`src/rtl/wb_sram_arbiter.sv`:
```
// Two-master round-robin Wishbone arbiter in front of the SRAM controller slave.
// Whole bus cycles are granted; a per-strobe wait-state timeout forces an error.
module wb_sram_arbiter #(
  parameter int ADDR_WIDTH     = 24,
  parameter int TIMEOUT_CYCLES = 255
) (
  input  logic                  clk_i,
  input  logic                  rst_ni,
  input  logic                  m0_cyc_i,
  input  logic                  m0_stb_i,
  input  logic                  m0_we_i,
  input  logic [ADDR_WIDTH-1:0] m0_adr_i,
  input  logic [7:0]            m0_dat_i,
  output logic                  m0_ack_o,
  output logic                  m0_err_o,
  output logic                  m0_rty_o,
  output logic [7:0]            m0_dat_o,
  input  logic                  m1_cyc_i,
  input  logic                  m1_stb_i,
  input  logic                  m1_we_i,
  input  logic [ADDR_WIDTH-1:0] m1_adr_i,
  input  logic [7:0]            m1_dat_i,
  output logic                  m1_ack_o,
  output logic                  m1_err_o,
  output logic                  m1_rty_o,
  output logic [7:0]            m1_dat_o,
  output logic                  s_cyc_o,
  output logic                  s_stb_o,
  output logic                  s_we_o,
  output logic [ADDR_WIDTH-1:0] s_adr_o,
  output logic [7:0]            s_dat_o,
  input  logic                  s_ack_i,
  input  logic                  s_err_i,
  input  logic                  s_rty_i,
  input  logic [7:0]            s_dat_i,
  output logic [1:0]            grant_o,
  output logic                  timeout_o
);

  localparam int CW = (TIMEOUT_CYCLES > 0) ? $clog2(TIMEOUT_CYCLES + 1) : 1;

  typedef enum logic [1:0] {IDLE = 2'd0, GNT0 = 2'd1, GNT1 = 2'd2} state_t;

  state_t          r_state, w_state_d;
  logic            r_last, w_last_d;
  logic [CW-1:0]   r_cnt;
  logic            w_term, w_force;

  assign w_term  = s_ack_i | s_err_i | s_rty_i;
  // A slave termination in the limit cycle takes precedence over the forced error.
  assign w_force = (TIMEOUT_CYCLES != 0) && (r_cnt == CW'(TIMEOUT_CYCLES)) &&
                   (r_state != IDLE) && !w_term;

  assign m0_dat_o  = s_dat_i;
  assign m1_dat_o  = s_dat_i;
  assign grant_o   = {r_state == GNT1, r_state == GNT0};
  assign timeout_o = w_force;

  always_ff @(posedge clk_i or negedge rst_ni) begin
    if (!rst_ni) begin
      r_state <= IDLE;
      r_last  <= 1'b1;
    end else begin
      r_state <= w_state_d;
      r_last  <= w_last_d;
    end
  end

  always_comb begin
    w_state_d = r_state;
    w_last_d  = r_last;
    s_cyc_o   = 1'b0;
    s_stb_o   = 1'b0;
    s_we_o    = 1'b0;
    s_adr_o   = '0;
    s_dat_o   = '0;
    m0_ack_o  = 1'b0;
    m0_err_o  = 1'b0;
    m0_rty_o  = 1'b0;
    m1_ack_o  = 1'b0;
    m1_err_o  = 1'b0;
    m1_rty_o  = 1'b0;
    case (r_state)
      IDLE: begin
        if (m0_cyc_i && (!m1_cyc_i || r_last)) begin
          w_state_d = GNT0;
          w_last_d  = 1'b0;
        end else if (m1_cyc_i) begin
          w_state_d = GNT1;
          w_last_d  = 1'b1;
        end
      end
      GNT0: begin
        s_cyc_o  = m0_cyc_i;
        s_stb_o  = m0_stb_i & ~w_force;
        s_we_o   = m0_we_i;
        s_adr_o  = m0_adr_i;
        s_dat_o  = m0_dat_i;
        m0_ack_o = s_ack_i & ~w_force;
        m0_err_o = (s_err_i & ~w_force) | w_force;
        m0_rty_o = s_rty_i & ~w_force;
        if (!m0_cyc_i) w_state_d = IDLE;
      end
      GNT1: begin
        s_cyc_o  = m1_cyc_i;
        s_stb_o  = m1_stb_i & ~w_force;
        s_we_o   = m1_we_i;
        s_adr_o  = m1_adr_i;
        s_dat_o  = m1_dat_i;
        m1_ack_o = s_ack_i & ~w_force;
        m1_err_o = (s_err_i & ~w_force) | w_force;
        m1_rty_o = s_rty_i & ~w_force;
        if (!m1_cyc_i) w_state_d = IDLE;
      end
      default: w_state_d = IDLE;
    endcase
  end

  // Counts unterminated strobe cycles; any grant change restarts the window.
  always_ff @(posedge clk_i or negedge rst_ni) begin
    if (!rst_ni)
      r_cnt <= '0;
    else if ((w_state_d != r_state) || w_term || w_force)
      r_cnt <= '0;
    else if (s_stb_o)
      r_cnt <= r_cnt + 1'b1;
  end

endmodule

```
`config.mk`:
```
export PLATFORM = sky130hd
export DESIGN_NAME = wb_sram_arbiter
export DESIGN_NICKNAME = d
export VERILOG_FILES = /design/src/rtl/wb_sram_arbiter.sv
export SDC_FILE = /design/constraint.sdc
export NUM_CORES = 1
export LEC_CHECK = 0
export CAP_MARGIN = 20
export CELL_PAD_IN_SITES_DETAIL_PLACEMENT = 0
export CELL_PAD_IN_SITES_GLOBAL_PLACEMENT = 1
export CORE_ASPECT_RATIO = 0.6
export CORE_UTILIZATION = 17
export DETAILED_ROUTE_END_ITERATION = 8
export HOLD_SLACK_MARGIN = 0.08
export PLACE_DENSITY_LB_ADDON = 0.1
export SLEW_MARGIN = 20
export SYNTH_ARGS = -nofsm -noshare
export SYNTH_HDL_FRONTEND = slang
export SYNTH_SLANG_ARGS = --single-unit
```
`constraint.sdc`:
```
create_clock -name clk_i -period 2 [get_ports clk_i]
set_input_delay 0.3 -clock clk_i [delete_from_list [all_inputs] [get_ports clk_i]]
set_output_delay 0.3 -clock clk_i [all_outputs]
set_load 0.005 [all_outputs]
```
Yosys cells after proc, flatten, opt, wreduce, memory -nomap -nowiden
Index checks and enable logic that the tools add are counted.
{"block": "word_totals", "ff_bits": 11, "inputBits": 83, "elab_cells": 50}
{"block": "op_classes", "reduce_logical": 13, "mux": 20, "n_addsub": 1, "n_eq_ne": 4, "n_bitwise": 9}
{"op": "one-hot mux 24 bit (2 select lines)", "count": 1}
{"op": "2-to-1 mux 8 bit", "count": 2}
{"op": "one-hot mux 8 bit (2 select lines)", "count": 1}
{"op": "adder 8 x 1 -> 8 bit (second input constant)", "count": 1}
{"op": "equality test 8 bit (second input constant)", "count": 1}
{"op": "2-to-1 mux 1 bit", "count": 8}
{"op": "2-to-1 mux 2 bit", "count": 4}
{"op": "one-hot mux 1 bit (2 select lines)", "count": 3}
{"op": "one-hot mux 2 bit (3 select lines)", "count": 1}
{"op": "nonzero test 2 bit", "count": 3}
{"op": "AND 1 bit", "count": 5}
{"op": "logical AND 1 bit", "count": 3}
{"op": "logical OR 1 bit", "count": 3}
{"op": "bitwise OR 1 bit", "count": 3}
{"op": "equality test 2 x 1 -> 1 bit (second input constant)", "count": 1}
{"op": "equality test 2 bit (second input constant)", "count": 1}
{"op": "logical NOT 1 bit", "count": 2}
{"op": "logical NOT 2 bit", "count": 1}
{"op": "inequality test 2 bit", "count": 1}
{"op": "AND reduction 2 bit", "count": 1}
{"op": "inverter 1 bit", "count": 1}

Depth between registers and ports, before layout
Gate-level depths: netlist of run 1.
{"block": "logic_depth", "ltp_word": 9, "ltp_mapped": 8, "mapped_depth_nobuf": 6}

Worst setup path after synthesis of run 1
OpenSTA, ideal clock, no wires.
{"block": "synth_timing", "path_type": "register -> register", "from": "register r_state[0]", "to": "register r_cnt[3]", "required_ns": 1.905, "n_path_buf": 1, "synth_period_minus_slack_ns": 2.047, "setup_ns": 0.095, "path_slack_ns": -0.047, "arrival_time_ns": 1.952, "path_stages_with_launch": 8, "path_cell_list": "dfrtp_1 > inv_1 > ha_1 > and4bb_1 > and4_4 > buf_6 > or4_1 > a211oi_1"}
{"block": "synth_between", "elab_chain_cells": 7}
{"item": "from (decl)", "line": "44", "rtl": "state_t r_state, w_state_d;"}
{"item": "from (signal assigned)", "line": "64", "rtl": "r_state <= w_state_d;"}
{"item": "2-to-1 mux 2 bit / nonzero test 2 bit (equally long branches)", "line": "88, 52"}
{"item": "2-to-1 mux 2 bit / logical AND 1 bit (equally long branches)", "line": "85, 51"}
{"item": "one-hot mux 2 bit (3 select lines) / logical AND 1 bit (equally long branches)", "line": "83, 52"}
{"item": "inequality test 2 bit / inverter 1 bit (equally long branches)", "line": "123, 95, 106"}
{"item": "logical OR 1 bit (tied with other cells)", "line": "123", "rtl": "else if ((w_state_d != r_state) || w_term || w_force)"}
{"item": "logical OR 1 bit / one-hot mux 1 bit (2 select lines) (equally long branches)", "line": "123, 83"}
{"item": "2-to-1 mux 8 bit / nonzero test 2 bit (equally long branches)"}
{"item": "to (signal assigned)", "line": "126", "rtl": "r_cnt <= r_cnt + 1'b1;"}
{"item": "to (decl)", "line": "46", "rtl": "logic [CW-1:0] r_cnt;"}
Several ways; a longest one is shown, not always the timed one.
A chain may end at the register's enable or synchronous reset.

Worst setup path after layout of run 1
{"block": "layout_timing", "from": "register r_state[1]", "to": "output m0_err_o"}
{"block": "layout_between", "elab_chain_cells": 7}
{"item": "nonzero test 2 bit", "line": "52", "rtl": "(r_state != IDLE) && !w_term;"}
{"item": "logical AND 1 bit", "line": "51", "rtl": "assign w_force = (TIMEOUT_CYCLES != 0) && (r_cnt == CW'(TIMEOUT_CYCLES)) &&"}
{"item": "logical AND 1 bit", "line": "52"}
{"item": "inverter 1 bit", "line": "100", "rtl": "m0_err_o = (s_err_i & ~w_force) | w_force;"}
{"item": "AND 1 bit", "line": "100"}
{"item": "bitwise OR 1 bit", "line": "100"}
{"item": "2-to-1 mux 1 bit (*)", "line": "83", "rtl": "case (r_state)"}
{"item": "to (decl)", "line": "15", "rtl": "output logic m0_err_o,"}
Every way passes the cells marked *; elsewhere a longest branch is shown, timed or not.

==> results of run 1 <==
## routing by layer
metal	up-vias	routed length, um	track usage, %
li1	967	-	-
met1	936	3380	19.2
met2	50	3300	23.3
met3	14	286	2.25
met4	0	53	2.33
met5	-	0	0
## worst max path at each step
| stage | startpoint | to | slack (ns) | cells past startpoint |
|---|---|---|---|---|
| 2_1_floorplan | r_state[0]$_DFF_PN0_ | r_cnt[3]$_DFFE_PN0P_ | 0.01 | 7 |
| 3_3_place_gp | s_err_i | m1_err_o | -0.30 | 6 |
| 3_5_place_dp | s_err_i | m0_err_o | -0.32 | 6 |
| 4_1_cts | r_state[1]$_DFF_PN0_ | s_adr_o[14] | -0.17 | 6 |
| 5_1_grt | r_state[1]$_DFF_PN0_ | m0_err_o | -0.18 | 8 |
| 6_report | r_state[1]$_DFF_PN0_ | m0_err_o | -0.1 | 8 |
## sequential cells by signal (all words and copies together) (netlist names)
register and cells:
r_last 1, r_cnt 8, r_state 2
## final cells by class
| class | instances | area (um2) | area share, % |
|---|---|---|---|
| repair buffers | 169 | 1640 | 48.5 |
| inverters | 5 | 21.3 | 0.630 |
| flip-flops and latches | 11 | 277 | 8.19 |
| clock buffers | 4 | 78.8 | 2.34 |
| multi-input cells | 140 | 1230 | 36.4 |
| well taps | 108 | 135 | 4.00 |
## power groups by stage
stage / Combinational, mW / Sequential, mW / Clock [mW]
5_1_grt: 2.83 / 0.294 / 0.396
3_3_place_gp: 2.21 / 0.286 / 0
3_5_place_dp: 2.19 / 0.288 / 0
6_report: 2.62 / 0.289 / 0.372
4_1_cts: 2.25 / 0.284 / 0.381
2_1_floorplan: 0.960 / 0.295 / 0
## metrics by stage
stage          setup TNS, ns  std cells  util, %  worst slack [ns]  hold WS (ns)
2_1_floorplan              0        188        -            0.0125       0.00441
3_3_place_gp           -2.28        416     35.9            -0.297         0.536
3_5_place_dp           -2.73        416     35.9            -0.322         0.534
4_1_cts               -0.533        426     38.4            -0.166         0.447
5_1_grt                -1.44        437     41.7            -0.179         0.478
6_report              -0.441        437     41.7           -0.0997         0.422
## worst register-to-register path, delay by kind of cell (launching register included)
kind / cells / cell delay, ns
flops: 1 / 0.40
mux: 1 / 0.25
simple gates: 2 / 0.60
fa+ha+maj: 1 / 0.19
buf+inv: 2 / 0.35
compound gates: 1 / 0.18
## Yosys cell counts (all sizes together)
master and instances:
a311o 1, nand3 2, a22oi 34, nand4 2, nor3 1, a22o 1, buf 20, and3 1
a31oi 1, mux2i 1, nor2b 36, o31ai 5, o311ai 1, or4 4, a211oi 7, and2 6
o211ai 1, clkbuf 12, and4bb 1, a21bo 1, nand2 4, o21ai 5, nand2b 1, a21boi 1
nor2 6, mux2 1, ha 6, inv 5, and4 2, dfrtp 10, a32o 1, a21oi 4
dfstp 1, or3 2, or3b 1
## cell families (layout without fill, tap and decap cells)
group | after synthesis | after routing | synth area share, %
AOI/OAI and AO/OA | 63 | 63 | 31.3
adders and majority gates | 6 | 6 | 5.12
buffers and inverters | 37 | 178 | 14.3
DFF | 11 | 11 | 18.9
muxes | 2 | 2 | 1.45
and+or+nand+nor | 69 | 69 | 28.9
## repair_timing
item | CTS | global route
pin swaps | 8 | 10
hold buffers | 0 | 0
setup buffers | 5 | 7
resized for setup | 80 | 74
gates cloned | 1 | 4
setup endpoints to repair | 47 | 41
==> results.md, run 1 <==
* Crit path max-delay family: simple AND/OR/NAND/NOR gates
* Worst VDD drop at 0.000344 V
* Syn Std Cell Area at 1470 um2
* DIE AREA at 9010 um2
* Seq cells post-synth at 11
* Fmax at 476 MHz
* Crit path capture type: output port
* Comb pwr share at 79.9%
* Via count at about 2,000
* CTS root buffer: clkbuf_16
* Die width at 122 um
* Max Cap Viol at 0
* Vias in the first global route at 1,935
* Initial antenna violation count at 0
* Reg2reg end: r_cnt[7]$_DFFE_PN0P_
* Die Ht at ~74 um
* CP max-delay cell: dfrtp_1
* Internal power at 2.03 mW
* # fillers at 811
* Total design power at 3.29 mW
* Avg WL per Cell at ~16 um
* Dpl cell area at 2910 um2
* Power per cell area at 974 nW/um2
* First-pass GRT wire length at 9.87 mm
* LEAKAGE at 1.35 nW
* Vias per cell at 4.50
* Worst-path fanout max at 3
* Port bufs at 118
* Core Area at 8100 um2
* RSZ-0062 raised after global routing: true
* NumNets Final at 419
* Arr. time, crit path at about 1.8 ns
* Initial drt markers at 73
* GRT Total Usage at between 10% and 20%
* Post-detail-place hpwl at 5.08 mm
* Pin count of the biggest net entering global routing at 25
* Clock skew at 0.00229 ns
* Final Max Tran Viols at 0
* Post-synthesis sequential area ratio at 18.9%
* Ports at 143
* Slew at the pin closest to its max-slew limit at 0.547 ns
* Post-route ant nets at 0
* Sequential share of power at 8.8%
* Worst EP required at roughly 1.7 ns
* CTS sink cnt at 11
* Status: finished, violations left
* RePlAce Congestion at 0.703
* Critical Setup Path Class: reg2out
* Diode count at 0
* R2R depth at 7
* Htree depth at 1
* Yosys top cell area share at 17.4%
* Reg2reg start: r_state[1]$_DFF_PN0_
* TritonCTS clock tree: done
* DRT Wirelength at 7.02 mm
* Relative slew slack at 63.4%
* Startpoint Class: flop
* Switching power at between 1 and 1.5 mW
* Max clock buf depth at 2
* Drt pass-1 iters at 4
* Worst reg2reg setup slack at -0.06 ns
* Total grt overflow at 0
* CP Cell Sequence: inv_2 -> ha_4 -> and4bb_1 -> and4_4 -> buf_6 -> nor2_4 -> nor2b_1 -> buf_2
* Area leader, netlist: a22oi_1
* Worst stage delay on the critical path at approximately 0.38 ns
* Commonest non-fill, non-tap cell in the layout: clkdlybuf4s50_1
* Area delta synth->final at 130%
* Yosys warning count at 0
* Avg Cell Area, Syn at 7.79 um2
* Skew-Pair Late Insertion Delay at 0.24 ns
* Worst Setup Slack, final at -0.0997 ns
* Final Hold Fails at 0
* Starting Density at 18.1%
* Worst Hold Class: in2async
* Most frequent cells in the layout: 75 x clkdlybuf4s50_1, 36 x buf_4, 31 x nor2b_1
* Post-Synthesis Cells at 188
* Clock Power Share at 11.3%
* Top cells by area, synth: a22oi_1 17%, dfrtp_1 17%, nor2b_1 15%
* Minimum clock period at 2.10 ns
* Yosys cell types at 39
* Sw Ratio at a little under two fifths
* Layout cells sized above 1 at 37.1%
* Num CTS Buffers at 3
* Final Cell Area at 3370 um2
* Fin crit share at 105%
* Clock slew at reported path FFs at 0.04 ns
* Critical path buffer and inverter count at 3
* Cell Rows at 25
* DR DRC count at 0
* Mapped Nets at about 280
* Failing checks: setup timing
* Setup-failing EPs final at 10
(Power assumes the default switching activity.)
==> run 2: changes to the inputs <==
--- a/config.mk
+++ b/config.mk
@@ -6,10 +6,10 @@
 export NUM_CORES = 1
 export LEC_CHECK = 0
 export CAP_MARGIN = 20
-export CELL_PAD_IN_SITES_DETAIL_PLACEMENT = 0
-export CELL_PAD_IN_SITES_GLOBAL_PLACEMENT = 1
+export CELL_PAD_IN_SITES_DETAIL_PLACEMENT = 1
+export CELL_PAD_IN_SITES_GLOBAL_PLACEMENT = 2
 export CORE_ASPECT_RATIO = 0.6
-export CORE_UTILIZATION = 17
+export CORE_UTILIZATION = 13
 export DETAILED_ROUTE_END_ITERATION = 8
 export HOLD_SLACK_MARGIN = 0.08
 export PLACE_DENSITY_LB_ADDON = 0.1
==> results.md, run 2 (synthesis results as in run 1) <==
* Status: finished, violations left
* Failing checks: DRC, setup timing
* Post-Route Utilization at 31.2% (-10 points)
* Starting Density at 13.6% (-4.5 points)
* CP max-delay cell: or4_4
* Die Ht at 84.2 um (+14%)
* Port bufs at 118 (unchanged)
* RSZ-0062 raised after global routing: true
* Worst stage delay on the critical path at 0.51 ns (+0.13 ns)
* Diode count at 0 (unchanged)
* Crit path max-delay family: simple AND/OR/NAND/NOR gates
* Clock skew at 0.00179 ns (-0.000503 ns)
* Initial drt markers at 71 (-2.7%)
* TritonCTS clock tree: done
* Worst-path fanout max at 6 (+3)
* Fin Setup TNS at -0.733 ns (-0.291 ns)
* Cell Rows at 29 (+16%)
* Worst Hold Class: in2async
* Total grt overflow at 0 (unchanged)
* DRT Wirelength at 7.86 mm (+12%)
* Max Cap Viol at 0 (unchanged)
* Fmax at 472 MHz (-0.89%)
* Initial antenna violation count at 0 (unchanged)
* Layout cells sized above 1 at 33.4% (-3.6 points)
* Post-detail-place hpwl at 5.76 mm (+13%)
* Top flop regs: r_cnt: 8 flops, r_state: 2 flops, r_last: 1 flops
* Num CTS Buffers at 3 (unchanged)
* GRT Total Usage at 12.2% (-1.7 points)
* Worst VDD drop at 0.000332 V (-3.6%)
* NumNets Final at 416 (-0.72%)
* Final Hold Fails at 0 (unchanged)
* Vias per cell at 4.18 (-7.0%)
* Largest register FFs at 8 (unchanged)
* Vias in the first global route at 1,999 (+3.3%)
* Max clock buf depth at 2 (unchanged)
* CP Cell Sequence: inv_2 -> ha_4 -> and4bb_1 -> and4_4 -> buf_12 -> buf_16 -> or4_4 -> a211oi_2
* Critical path buffer and inverter count at 3 (unchanged)
* Die width at 139 um (+14%)
* Hold Buf Count CTS at 0 (unchanged)
* First-pass GRT wire length at 11.3 mm (+14%)
* Skew-Pair Late Insertion Delay at 0.24 ns (about the same)
* Htree depth at 1 (unchanged)
* Drt pass-1 iters at 8 (+4)
* Reg with most FFs: r_cnt
* CTS sink cnt at 11 (unchanged)
* Arr. time, crit path at 2.27 ns (+0.47 ns)
* Final Max Tran Viols at 0 (unchanged)
* LEAKAGE at 1.47 nW (+9.2%)
* Core Area at 10,800 um2 (+33%)
* Worst Setup Slack, final at -0.118 ns (-0.0188 ns)
* Post-route ant nets at 0 (unchanged)
* Power per cell area at 970 nW/um2 (-0.35%)
* Fin crit share at 106% (+0.94 points)
* Critical Setup Path Class: reg2reg
* Startpoint Class: flop
* Slew at the pin closest to its max-slew limit at 0.591 ns (+0.0438 ns)
* Commonest non-fill, non-tap cell in the layout: clkdlybuf4s50_1
* Pin count of the biggest net entering global routing at 18 (-28%)
* Minimum clock period at 2.12 ns (+0.0188 ns)
* RePlAce Congestion at 0.689 (-1.9%)
* Most frequent cells in the layout: 76 x clkdlybuf4s50_1, 36 x nor2b_1, 29 x buf_4
* Ports at 143 (unchanged)
* Setup-failing EPs final at 17 (+7)
* Crit path capture type: flop
* Clock slew at reported path FFs at 0.04 ns (about the same)
* Via count at 1,946 (-1.1%)
* Area delta synth->final at 129%
* Worst EP required at 2.15 ns (+0.45 ns)
* Avg WL per Cell at 16.9 um (+5.2%)
* DR DRC count at 2 (+2)
* Relative slew slack at 60.5% (-2.9 points)
* DIE AREA at 11,700 um2 (+30%)
* CTS root buffer: clkbuf_16
-- run 2: changes by cell type in the layout (fill, tap and decap cells not counted), sizes merged --
| cell | previous run | this run |
|---|---|---|
| buf | 53 | 57 |
| clkbuf | 17 | 14 |
| clkdlybuf4s15 | 16 | 2 |
| clkdlybuf4s50 | 75 | 76 |
| dlygate4sd2 | 10 | 12 |
| dlymetal6s2s | 2 | 9 |
-- run 2: worst paths after layout --
kind,start,to,slack [ns],cells past startpoint
min reg2reg,r_last$_DFFE_PN1P_,r_last$_DFFE_PN1P_,0.56,2
max in group asynchronous,rst_ni,r_state[0]$_DFF_PN0_,1.17,1
min,rst_ni,r_cnt[0]$_DFFE_PN0P_,0.44,1
max,r_state[0]$_DFF_PN0_,r_cnt[7]$_DFFE_PN0P_,-0.12,8
min in group clk_i,r_last$_DFFE_PN1P_,r_last$_DFFE_PN1P_,0.56,2
max reg2reg,r_state[0]$_DFF_PN0_,r_cnt[7]$_DFFE_PN0P_,-0.12,8
-- run 2: metrics by stage --
step                      instances  power, mW  worst slack, ns  hold WS, ns  area (um2)
final                           465       3.26           -0.118        0.441        3360
after global routing            465       3.50           -0.156        0.480        3360
after CTS                       453       2.98           -0.218        0.461        3120
after detailed placement        445       2.51           -0.310        0.545        2920
after global placement          445       2.54           -0.281        0.555        2920
after floorplan                 188       1.25           0.0125      0.00441        1470
-- run 2: layout make-up --
cell class              count  area, um2
flip-flops and latches     11        277
repair buffers            166       1630
well taps                 139        174
inverters                   5       18.8
multi-input cells         140       1180
clock buffers               4       78.8
fillers                  1247       7420
-- run 2: repair_timing --
action / CTS / global route
resized for setup: 61 / 88
gates cloned: 2 / 1
setup buffers: 2 / 11
setup endpoints to repair: 52 / 44
pin swaps: 4 / 10
-- run 2: routing by layer --
metal	global-route usage, %	vias up	wire length (um)
li1	-	958	-
met1	16.6	946	3710
met2	20.5	40	3780
met3	2.74	2	351
met4	1.01	0	12
met5	0	-	0
-- run 2: worst reg2reg max path, delay by kind of cell, from the launching register on --
| kind | cells | cell delay, ns |
|---|---|---|
| flip-flops | 1 | 0.38 |
| AND/OR/NAND/NOR | 3 | 0.93 |
| buffers and inverters | 3 | 0.36 |
| adder cells (fa/ha/maj) | 1 | 0.15 |
| AO/OA/AOI/OAI | 1 | 0.22 |
-- run 2: report_power, final --
part / leakage, nW / internal, mW / switching, mW
combinational: 1.28 / 1.47 / 1.14
clock: 0.0382 / 0.268 / 0.0973
sequential: 0.148 / 0.260 / 0.0248
total: 1.47 / 2.00 / 1.26
==> run 3: changes to the inputs <==
--- a/config.mk
+++ b/config.mk
@@ -13,6 +13,7 @@
 export DETAILED_ROUTE_END_ITERATION = 8
 export HOLD_SLACK_MARGIN = 0.08
 export PLACE_DENSITY_LB_ADDON = 0.1
+export RECOVER_POWER = 25
 export SLEW_MARGIN = 20
 export SYNTH_ARGS = -nofsm -noshare
 export SYNTH_HDL_FRONTEND = slang
==> results of run 3 <==
Final layout, timing and power as in run 2 (identical DEF).
==> RTL change, RTL diff (settings of run 1) <==
Put a register stage on the output `timeout_o`, with the module's reset. The value now appears one clock later. The other outputs are not delayed to match.
--- a/src/rtl/wb_sram_arbiter.sv
+++ b/src/rtl/wb_sram_arbiter.sv
@@ -54,7 +54,13 @@
   assign m0_dat_o  = s_dat_i;
   assign m1_dat_o  = s_dat_i;
   assign grant_o   = {r_state == GNT1, r_state == GNT0};
-  assign timeout_o = w_force;
+  always_ff @(posedge clk_i or negedge rst_ni) begin
+    if (!rst_ni) begin
+      timeout_o <= '0;
+    end else begin
+      timeout_o <= w_force;
+    end
+  end
 
   always_ff @(posedge clk_i or negedge rst_ni) begin
     if (!rst_ni) begin
Function: same outputs for any inputs over 10 cycles, from zero or initial values and one cycle with rst_ni low; that may be too few to reach the edited logic, so the function may still have changed.
==> RTL change against run 1 <==
- area after synthesis increased by 1.7%
- maximum frequency up 5.1%
- largest power group unchanged
- register-to-register slack better by 0.08 ns
- clock skew is 0.0016 ns lower
- cell area down 0.37%
- first-iteration DRC count up 48%
- sequential cell count rose by 1
- critical path depth decreased by 1
- power is 0.84% higher
- largest cell class unchanged
- sequential share of layout area grew 0.77 points
- routed wire length down 2.3%
- worst setup slack better by 0.10 ns
==> RTL change: results (changes against run 1) <==
- The flow ran to the end, and the final reports show no timing, DRC or antenna violations.
- The number of vias after detailed routing is 1961 (-0.31%).
- The maximum net fanout on the critical path was 3 (unchanged).
- Ranked by total cell area, the synthesized netlist is headed by sky130_fd_sc_hd__dfrtp_1 (18%), sky130_fd_sc_hd__a22oi_1 (17%), sky130_fd_sc_hd__nor2b_1 (15%), sky130_fd_sc_hd__buf_4 (8.1%), sky130_fd_sc_hd__ha_1 (5.0%).
- The largest registers in the layout are r_cnt (8), r_state (2).
- The endpoint of the worst-slack reg-to-reg timing path is r_cnt[5]$_DFFE_PN0P_.
- The number of nets produced by synthesis is 278 (+0.36%).
- The leading register cell type out of synthesis is sky130_fd_sc_hd__dfrtp_1.
- The maximum number of pins on one net before global-route repair was 24 (-4.0%).
- The total of fill cells in the finished design is 866 (+6.8%).
- The data arrival at the endpoint of the critical path is 1.70 ns (-0.10 ns).
- The global routing met3 resource utilization came to 2.99% (+0.74 points).
- The area after detailed placement is 2890 um2 (-0.77%).
- The share of the yosys chip area belonging to registers was 20.2% (+1.4 points).
- The wire length of the first global-routing pass is 9710 um (-1.6%).
- The ratio of cells with drive above 1 in the final layout is 44.6% (+7.5 points).
- The worst reg-to-reg path cell count is 7 (unchanged).
- The met1 track utilization from global routing was 19.1% (-0.14 points).
- The H-tree depth was 1 (unchanged).
- The average wire length per cell after detail routing came to 15.4 um (-3.8%).
- The via count of the first global-routing pass came to 1841 (-4.9%).
- By count the netlist is led by sky130_fd_sc_hd__nor2b_1 (36), sky130_fd_sc_hd__a22oi_1 (34), sky130_fd_sc_hd__buf_4 (16).
- The worst hold path belongs to the class in2async.
- The post-placement worst setup slack is -0.278 ns (+0.0446 ns).
- The setup clock skew after layout is 0.000706 ns (-0.00159 ns).
- The reported leakage power is 1.36 nW (+1.1%).
- The area of the multi-input gates is 1270 um2 (+3.7%).
- The actual transition at the worst max-transition pin is 0.574 ns (+0.0265 ns).
- The startpoint identified for the worst register-to-register timing path is r_state[0]$_DFF_PN0_.
- The worst setup slack for register-to-register paths came to 0.02 ns (+0.08 ns).
- The global placement routability congestion is 0.713 (+1.4%).
- The first-pass detailed-route iteration total is 5 (+1).
- The worst vdd rail ir drop is 0.000320 V (-7.0%).
- The final net count came to 422 (+0.72%).
- The net switching power figure is 0.00128 W (+1.9%).
- The number of DRC markers after the initial detailed-route iteration is 108 (+48%).
- The distinct cell type count after synthesis is 39 (unchanged).
- The global-route track usage on met2 was 22.1% (-1.2 points).
- The HPWL reported at the end of detailed placement is 5060 um (-0.46%).
- The global routing usage summed across all routing layers came to 13.9% (-0.038 points).
RTL change: changes by cell type after synthesis:
cell,delta
sky130_fd_sc_hd__dfrtp_1,+1
RTL change: cells by family (layout without fill, tap and decap cells):
group,after synthesis,after routing,share of synthesized area (%)
AND/OR/NAND/NOR,69,69,28.5
AO/OA/AOI/OAI,63,63,30.8
multiplexers,2,2,1.43
adder cells (fa/ha/maj),6,6,5.04
flip-flops,12,12,20.2
buffers and inverters,37,180,14.0
RTL change: repair_timing:
action                     CTS  global route
resized for setup           99           104
buffers inserted             5            13
pin swaps                   10            18
gates cloned                 2             2
setup endpoints to repair   46            46
RTL change: worst max-delay path, cell delays in order (launching register included):
cell and delay, ns:
sky130_fd_sc_hd__dfrtp_1 0.38, sky130_fd_sc_hd__inv_2 0.07, sky130_fd_sc_hd__ha_4 0.16, sky130_fd_sc_hd__and4bb_1 0.30
sky130_fd_sc_hd__and4_4 0.30, sky130_fd_sc_hd__nor2_4 0.05, sky130_fd_sc_hd__nor2b_1 0.10, sky130_fd_sc_hd__buf_2 0.11
RTL change: worst max-delay path by stage:
| stage | start | endpoint | slack (ns) |
|---|---|---|---|
| floorplan | r_state[0]$_DFF_PN0_ | r_cnt[3]$_DFFE_PN0P_ | 0.01 |
| global placement | s_err_i | m1_err_o | -0.29 |
| detailed placement | s_err_i | m0_err_o | -0.28 |
| CTS | r_state[0]$_DFF_PN0_ | s_stb_o | -0.13 |
| global route | r_state[1]$_DFF_PN0_ | m0_err_o | -0.12 |
| finish | r_state[1]$_DFF_PN0_ | m0_err_o | 0.001 |
RTL change: cell type report:
class | count | area share (%)
well taps | 112 | 4.17
repair buffers | 171 | 45.7
multi-input cells | 140 | 37.8
inverters | 5 | 0.633
flip-flops and latches | 12 | 8.97
clock buffers | 4 | 2.64
RTL change: power groups by stage:
stage / combinational, W / sequential [W] / clock, W
global route: 0.00281 / 0.000313 / 0.000437
global placement: 0.00211 / 0.000308 / 0
CTS: 0.00220 / 0.000305 / 0.000425
detailed placement: 0.00207 / 0.000310 / 0
floorplan: 0.000960 / 0.000315 / 0
finish: 0.00259 / 0.000308 / 0.000413
RTL change: stage by stage:
step / TNS, ns / power (W) / cells / hold WS (ns)
2_1_floorplan: 0 / 0.00128 / 189 / 0.00441
3_3_place_gp: -2.96 / 0.00242 / 419 / 0.538
3_5_place_dp: -2.90 / 0.00238 / 419 / 0.540
4_1_cts: -0.325 / 0.00293 / 430 / 0.453
5_1_grt: -1.07 / 0.00356 / 444 / 0.464
6_report: 0 / 0.00331 / 444 / 0.428
RTL change: metal layers:
metal	part of all wire (%)	up-vias
met1	46	933
met2	49	43
li1	-	971
met3	4.6	14
met5	0	-
met4	1.0	0
